--- src/rtl/axi_wr_channel_q.sv ---
// Queued AXI3 write channel: buffers up to DEPTH SRAM-style writes, issues each as a
// single-beat burst with independent AW/W, and retires B responses in order.
module axi_wr_channel_q #(
  parameter int unsigned DW     = 32,
  parameter int unsigned DEPTH  = 4,
  parameter logic [3:0]  AXI_ID = 4'd1
) (
  input  logic            clk,
  input  logic            reset,
  input  logic            data_sram_req,
  input  logic            data_sram_wr,
  input  logic [1:0]      data_sram_size,
  input  logic [DW/8-1:0] data_sram_wstrb,
  input  logic [31:0]     data_sram_addr,
  input  logic [DW-1:0]   data_sram_wdata,
  output logic            data_sram_addr_ok,
  output logic            data_sram_data_ok,
  output logic [3:0]      awid,
  output logic [31:0]     awaddr,
  output logic [7:0]      awlen,
  output logic [2:0]      awsize,
  output logic [1:0]      awburst,
  output logic [1:0]      awlock,
  output logic [3:0]      awcache,
  output logic [2:0]      awprot,
  output logic            awvalid,
  input  logic            awready,
  output logic [3:0]      wid,
  output logic [DW-1:0]   wdata,
  output logic [DW/8-1:0] wstrb,
  output logic            wlast,
  output logic            wvalid,
  input  logic            wready,
  input  logic [3:0]      bid,
  input  logic [1:0]      bresp,
  input  logic            bvalid,
  output logic            bready,
  input  logic [31:0]     chk_addr,
  output logic            chk_hit,
  output logic            wr_idle,
  output logic            wr_err
);

  localparam int unsigned NB  = DW / 8;
  localparam int unsigned PW  = $clog2(DEPTH);
  localparam int unsigned CW  = PW + 1;
  localparam int unsigned LSB = $clog2(NB);

  logic [31:0]   mem_addr  [DEPTH];
  logic [1:0]    mem_size  [DEPTH];
  logic [NB-1:0] mem_wstrb [DEPTH];
  logic [DW-1:0] mem_wdata [DEPTH];

  logic [PW-1:0] ins_ptr_q, ins_ptr_d;
  logic [PW-1:0] aw_ptr_q, aw_ptr_d;
  logic [PW-1:0] w_ptr_q, w_ptr_d;
  logic [PW-1:0] ret_ptr_q, ret_ptr_d;
  logic [CW-1:0] cnt_q, cnt_d;
  logic [CW-1:0] aw_cnt_q, aw_cnt_d;
  logic [CW-1:0] w_cnt_q, w_cnt_d;
  logic          wr_err_q, wr_err_d;

  logic          accept;
  logic          aw_fire;
  logic          w_fire;
  logic          b_fire;
  logic          hit_raw;
  logic [PW-1:0] chk_idx;

  // Tie-off for inputs that carry no information for this block.
  logic unused_inputs;
  assign unused_inputs = ^{bid, chk_addr[LSB-1:0]};

  // Outputs are gated by reset so valids drop in the same cycle reset is asserted.
  assign bready            = ~reset;
  assign data_sram_addr_ok = ~reset & data_sram_req & data_sram_wr & (cnt_q != CW'(DEPTH));
  assign awvalid           = ~reset & (aw_cnt_q != '0);
  assign wvalid            = ~reset & (w_cnt_q != '0);
  assign data_sram_data_ok = b_fire;

  assign accept  = data_sram_addr_ok;
  assign aw_fire = awvalid & awready;
  assign w_fire  = wvalid & wready;
  assign b_fire  = bvalid & bready;

  assign awid    = AXI_ID;
  assign awaddr  = mem_addr[aw_ptr_q];
  assign awlen   = 8'd0;
  assign awsize  = {1'b0, mem_size[aw_ptr_q]};
  assign awburst = 2'b01;
  assign awlock  = 2'b00;
  assign awcache = 4'd0;
  assign awprot  = 3'd0;

  assign wid   = AXI_ID;
  assign wdata = mem_wdata[w_ptr_q];
  assign wstrb = mem_wstrb[w_ptr_q];
  assign wlast = 1'b1;

  assign wr_idle = (cnt_q == '0);
  assign wr_err  = wr_err_q;
  assign chk_hit = ~reset & hit_raw;

  // Scan the live window [ret_ptr, ret_ptr + cnt) for a word-address match.
  always_comb begin
    hit_raw = 1'b0;
    chk_idx = '0;
    for (int unsigned i = 0; i < DEPTH; i++) begin
      chk_idx = ret_ptr_q + PW'(i);
      if ((CW'(i) < cnt_q) && (mem_addr[chk_idx][31:LSB] == chk_addr[31:LSB])) begin
        hit_raw = 1'b1;
      end
    end
  end

  always_comb begin
    ins_ptr_d = accept  ? ins_ptr_q + PW'(1) : ins_ptr_q;
    aw_ptr_d  = aw_fire ? aw_ptr_q + PW'(1)  : aw_ptr_q;
    w_ptr_d   = w_fire  ? w_ptr_q + PW'(1)   : w_ptr_q;
    ret_ptr_d = b_fire  ? ret_ptr_q + PW'(1) : ret_ptr_q;
    cnt_d     = cnt_q + CW'(accept) - CW'(b_fire);
    aw_cnt_d  = aw_cnt_q + CW'(accept) - CW'(aw_fire);
    w_cnt_d   = w_cnt_q + CW'(accept) - CW'(w_fire);
    wr_err_d  = wr_err_q | (b_fire & (bresp != 2'b00));
  end

  always_ff @(posedge clk) begin
    if (reset) begin
      ins_ptr_q <= '0;
      aw_ptr_q  <= '0;
      w_ptr_q   <= '0;
      ret_ptr_q <= '0;
      cnt_q     <= '0;
      aw_cnt_q  <= '0;
      w_cnt_q   <= '0;
      wr_err_q  <= 1'b0;
    end else begin
      ins_ptr_q <= ins_ptr_d;
      aw_ptr_q  <= aw_ptr_d;
      w_ptr_q   <= w_ptr_d;
      ret_ptr_q <= ret_ptr_d;
      cnt_q     <= cnt_d;
      aw_cnt_q  <= aw_cnt_d;
      w_cnt_q   <= w_cnt_d;
      wr_err_q  <= wr_err_d;
    end
  end

  // Queue payload is not reset; occupancy counters alone define validity.
  always_ff @(posedge clk) begin
    if (accept) begin
      mem_addr[ins_ptr_q]  <= data_sram_addr;
      mem_size[ins_ptr_q]  <= data_sram_size;
      mem_wstrb[ins_ptr_q] <= data_sram_wstrb;
      mem_wdata[ins_ptr_q] <= data_sram_wdata;
    end
  end

endmodule

--- config.mk ---
export PLATFORM = sky130hd
export DESIGN_NAME = axi_wr_channel_q
export DESIGN_NICKNAME = d
export VERILOG_FILES = /design/src/rtl/axi_wr_channel_q.sv
export SDC_FILE = /design/constraint.sdc
export NUM_CORES = 1
export LEC_CHECK = 0
export ABC_AREA = 1
export CAP_MARGIN = 20
export CORE_ASPECT_RATIO = 1.5
export CORE_MARGIN = 2
export CORE_UTILIZATION = 30
export CTS_BUF_LIST = sky130_fd_sc_hd__clkbuf_8
export CTS_CLUSTER_SIZE = 12
export DETAILED_ROUTE_END_ITERATION = 8
export SETUP_SLACK_MARGIN = 0.5
export SYNTH_ARGS = -nofsm -noshare
export SYNTH_HDL_FRONTEND = slang
export SYNTH_SLANG_ARGS = --single-unit
export TNS_END_PERCENT = 1
--- constraint.sdc ---
create_clock -name clk -period 5.05 [get_ports clk]
set_clock_uncertainty 0.15 [all_clocks]
set_input_delay 1.01 -clock clk [delete_from_list [all_inputs] [get_ports clk]]
set_output_delay 1.01 -clock clk [all_outputs]
set_load 0.1 [all_outputs]
==> key figures <==
Drt
  • Drt initial violations: 1267
  • Final wirelength: between 60 and 70 mm
  • DR vias: around 16000
  • First drt pass iteration count: 6
  • Vias per inst: 4.99
  • Final ANT Viol Nets: 0
  • DRC violations left: 0
  • Wire per inst: between 15 and 20 µm

Timing
  • Slew margin rel.: 0.324
  • Tmin final: about 4.4 ns
  • Period utilisation layout: 0.870
  • Hold WS: around 0.31 ns
  • Final TNS setup: 0 ns
  • RSZ-0062 raised after global routing: false
  • Fmax achieved: ~230 MHz
  • Final setup fails: 0
  • Final hold viol count: 0
  • Max-slew violations: 0
  • Worst slew pin tran: approximately 1.0 ns

Final layout
  • Commonest non-fill, non-tap cell in the layout: nand2_1
  • P&R area growth vs syn: 20.3%
  • Final #Nets: around 2600
  • Post-Route Utilization: 0.365
  • Commonest non-fill, non-tap cells in the layout: nand2_1 (991), edfxtp_1 (280), nand3_1 (195)
  • Layout cells sized above 1: 0.0807

CTS
  • Clk Latency, worst-skew pair: around 0.59 ns
  • Reg clk slew, reported paths: roughly 0.07 ns
  • H-tree levels: 2
  • Cts hold-fix bufs: 0
  • CTS Buffer Depth: 3
  • Num CTS Buffers: 48
  • CTS tree: done
  • Clk sinks: a little over 300
  • Clock root buffer: clkbuf_8

Pwr
  • Worst VDD drop: 0.000306 V
  • PwrDens: around 360 nW/µm²
  • Leakage: 9.21 nW
  • P_int: 4.47 mW
  • Combinational Power Share: 0.361
  • Register share of total power: 0.383
  • Net Switching: a little over 3 mW
  • Clock share of power: 0.256
  • Switching Fraction: 0.407

Setup path
  • Cell mode on critical path: nand2_1
  • Critical path, cell by cell: buf_4 -> buf_16 -> nand2_1 -> nand2_1 -> nand2_1 -> nand2_1 -> nand2_1 -> nand2_1 -> nand3_1 -> nor2_1 -> nand2_1 -> nor2_1 -> nand2_1 -> nand2_1 -> nor2_1 -> nor2_1 -> buf_12
  • Reg2Reg Depth: 5
  • CP bufs+invs: 3
  • CP startpoint kind: register
  • R2r setup slk: around 2.7 ns
  • RR Startpoint: cnt_q[1]
  • Maximum fanout along the worst path: 33
  • Data arrival, critical path: between 3 and 4 ns
  • Worst Path Required: about 3.9 ns
  • Setup CP Type: reg2out
  • R2r endpoint: mem_wdata[0][11]
  • Crit path launch: ret_ptr_q[0]
  • Crit end category: primary output
  • Slowest-stage cell, CP: dfxtp_4
  • Delay-heaviest family, CP: simple AND/OR/NAND/NOR gates
  • Crit-path max cell delay: approximately 0.48 ns

Placed design
  • RePlAce Congestion: 0.961
  • Number of I/O port buffers: between 150 and 200
  • DP Wirelength: about 44 mm

Synth
  • Synthesis-stage register bit count: 304
  • Syn Inst Count: 2290
  • Mapped cell area: 17500 µm²
  • Sequential fraction of the synthesis area: 0.508
  • Cell accounting for the most synthesized area: edfxtp_1
  • Yosys cell types: 30
  • Ys Warns: 0
  • Largest cells by area after synthesis: edfxtp_1 (48%), nand2_1 (21%), nand3_1 (5.6%)
  • Post-synth top area share: 0.481
  • Synth Area per Inst: between 7 and 8 µm²

Die
  • Die W: between 200 and 250 µm
  • Die Y: 300 µm
  • Core outline area: roughly 58000 µm²
  • Starting density of the core: 0.303
  • Die area: between 60000 and 70000 µm²
  • Row cnt: between 100 and 150
  • I/O pin cnt: between 200 and 250

Outcome
  • Status: completed

Hold path
  • HP Class: reg2reg
  • Hold endpoint: wr_err
  • WHS Path Cells: 2
  • Hold Startpoint: wr_err

Global route
  • First-pass GRT wire length: 92.2 mm
  • Gr usage total: 0.201
  • Largest net degree at the start of global routing: 130
  • Total global routing overflow: 0
  • Initial antenna violation count: 9
  • Vias in the first global route: 15800

Flow run
  • Max-cap violations: 0
## per-stage QoR
step / setup slack (ns) / power, mW / instances / instance area, µm²
detailed placement: 0.767 / 5.64 / 3174 / 20000
global route: 0.510 / 7.88 / 3262 / 21000
global placement: 0.757 / 5.60 / 3174 / 20000
finish: 0.657 / 7.54 / 3263 / 21000
floorplan: 0.594 / 4.86 / 2317 / 17600
CTS: 0.549 / 7.58 / 3254 / 20900
## routing by layer
metal  wire length [µm]  GRT usage
met1              23100      0.217
met2              30800      0.352
met3               4570     0.0436
met4               4490      0.135
met5                 84          0
## worst max path at each step
stage,cells past startpoint,to
2_1_floorplan,5,mem_addr[0][0]
3_3_place_gp,13,chk_hit
3_5_place_dp,13,chk_hit
4_1_cts,16,chk_hit
5_1_grt,17,chk_hit
6_report,17,chk_hit
## Yosys cell counts
library cell	n
nand2_1	991
edfxtp_1	280
nand3_1	195
nor2_1	194
o21ai_0	165
inv_1	132
o22ai_1	58
clkbuf_1	51
a21oi_1	50
buf_4	47
buf_2	30
dfxtp_1	24
ha_1	12
nand4_1	10
clkinv_1	8
o21ai_1	8
buf_1	7
xor2_1	6
fa_1	3
inv_2	3
nand2_2	3
buf_6	2
conb_1	2
o21a_1	2
or2_2	2
a31oi_1	1
inv_4	1
nor3_1	1
o21ai_2	1
xnor2_1	1
## power groups by stage
stage	Clock, mW	Combinational [mW]	Sequential (mW)
after floorplan	0	1.94	2.92
after global placement	0	2.66	2.94
after detailed placement	0	2.70	2.94
after CTS	1.99	2.71	2.89
after global routing	2.07	2.91	2.89
final	1.93	2.73	2.89
## worst reg2reg max path, stage by stage (launching register included)
cell and delay (ns):
dfxtp_1 0.43, nor2_1 0.11, a21oi_4 0.28, inv_1 0.25, nor2_4 0.16, buf_4 0.52
## sequential cells by signal (all words and copies together) (netlist names), named ones only
register and cells:
aw_cnt_q 3, mem_wstrb 16, mem_addr 128, ret_ptr_q 2
ins_ptr_q 2, wr_err 1, mem_size 8, w_ptr_q 2
w_cnt_q 3, mem_wdata 128, cnt_q 3, aw_ptr_q 2
## final cells by class
type                            count  area [µm²]
Clock inverter                     27         138
Inverter                          144         556
Sequential cell                   304        8900
Clock buffer                       52         716
Fill cell                        5967       36700
Timing Repair Buffer              231        2310
Tap cell                          770         963
Multi-Input combinational cell   1732        7460
Antenna cell                        3        7.51
## repair_timing
item | CTS | global route
gates resized for setup | 8 | 2
cloned | 0 | 3
setup buffers | 1 | 3
setup endpoints to repair | 1 | 1
## cell families (layout without fill, tap and decap cells)
logic type      after synthesis  after routing  synth area share
compound gates              285            285            0.0863
buf+inv                     281            454            0.0736
xor+xnor                      7              7           0.00351
flops                       304            304             0.508
fa+ha+maj                    15             15            0.0120
simple gates               1396           1396             0.316
other cells                   2             32          0.000429
Note: power is estimated with default switching activity, not from simulation.
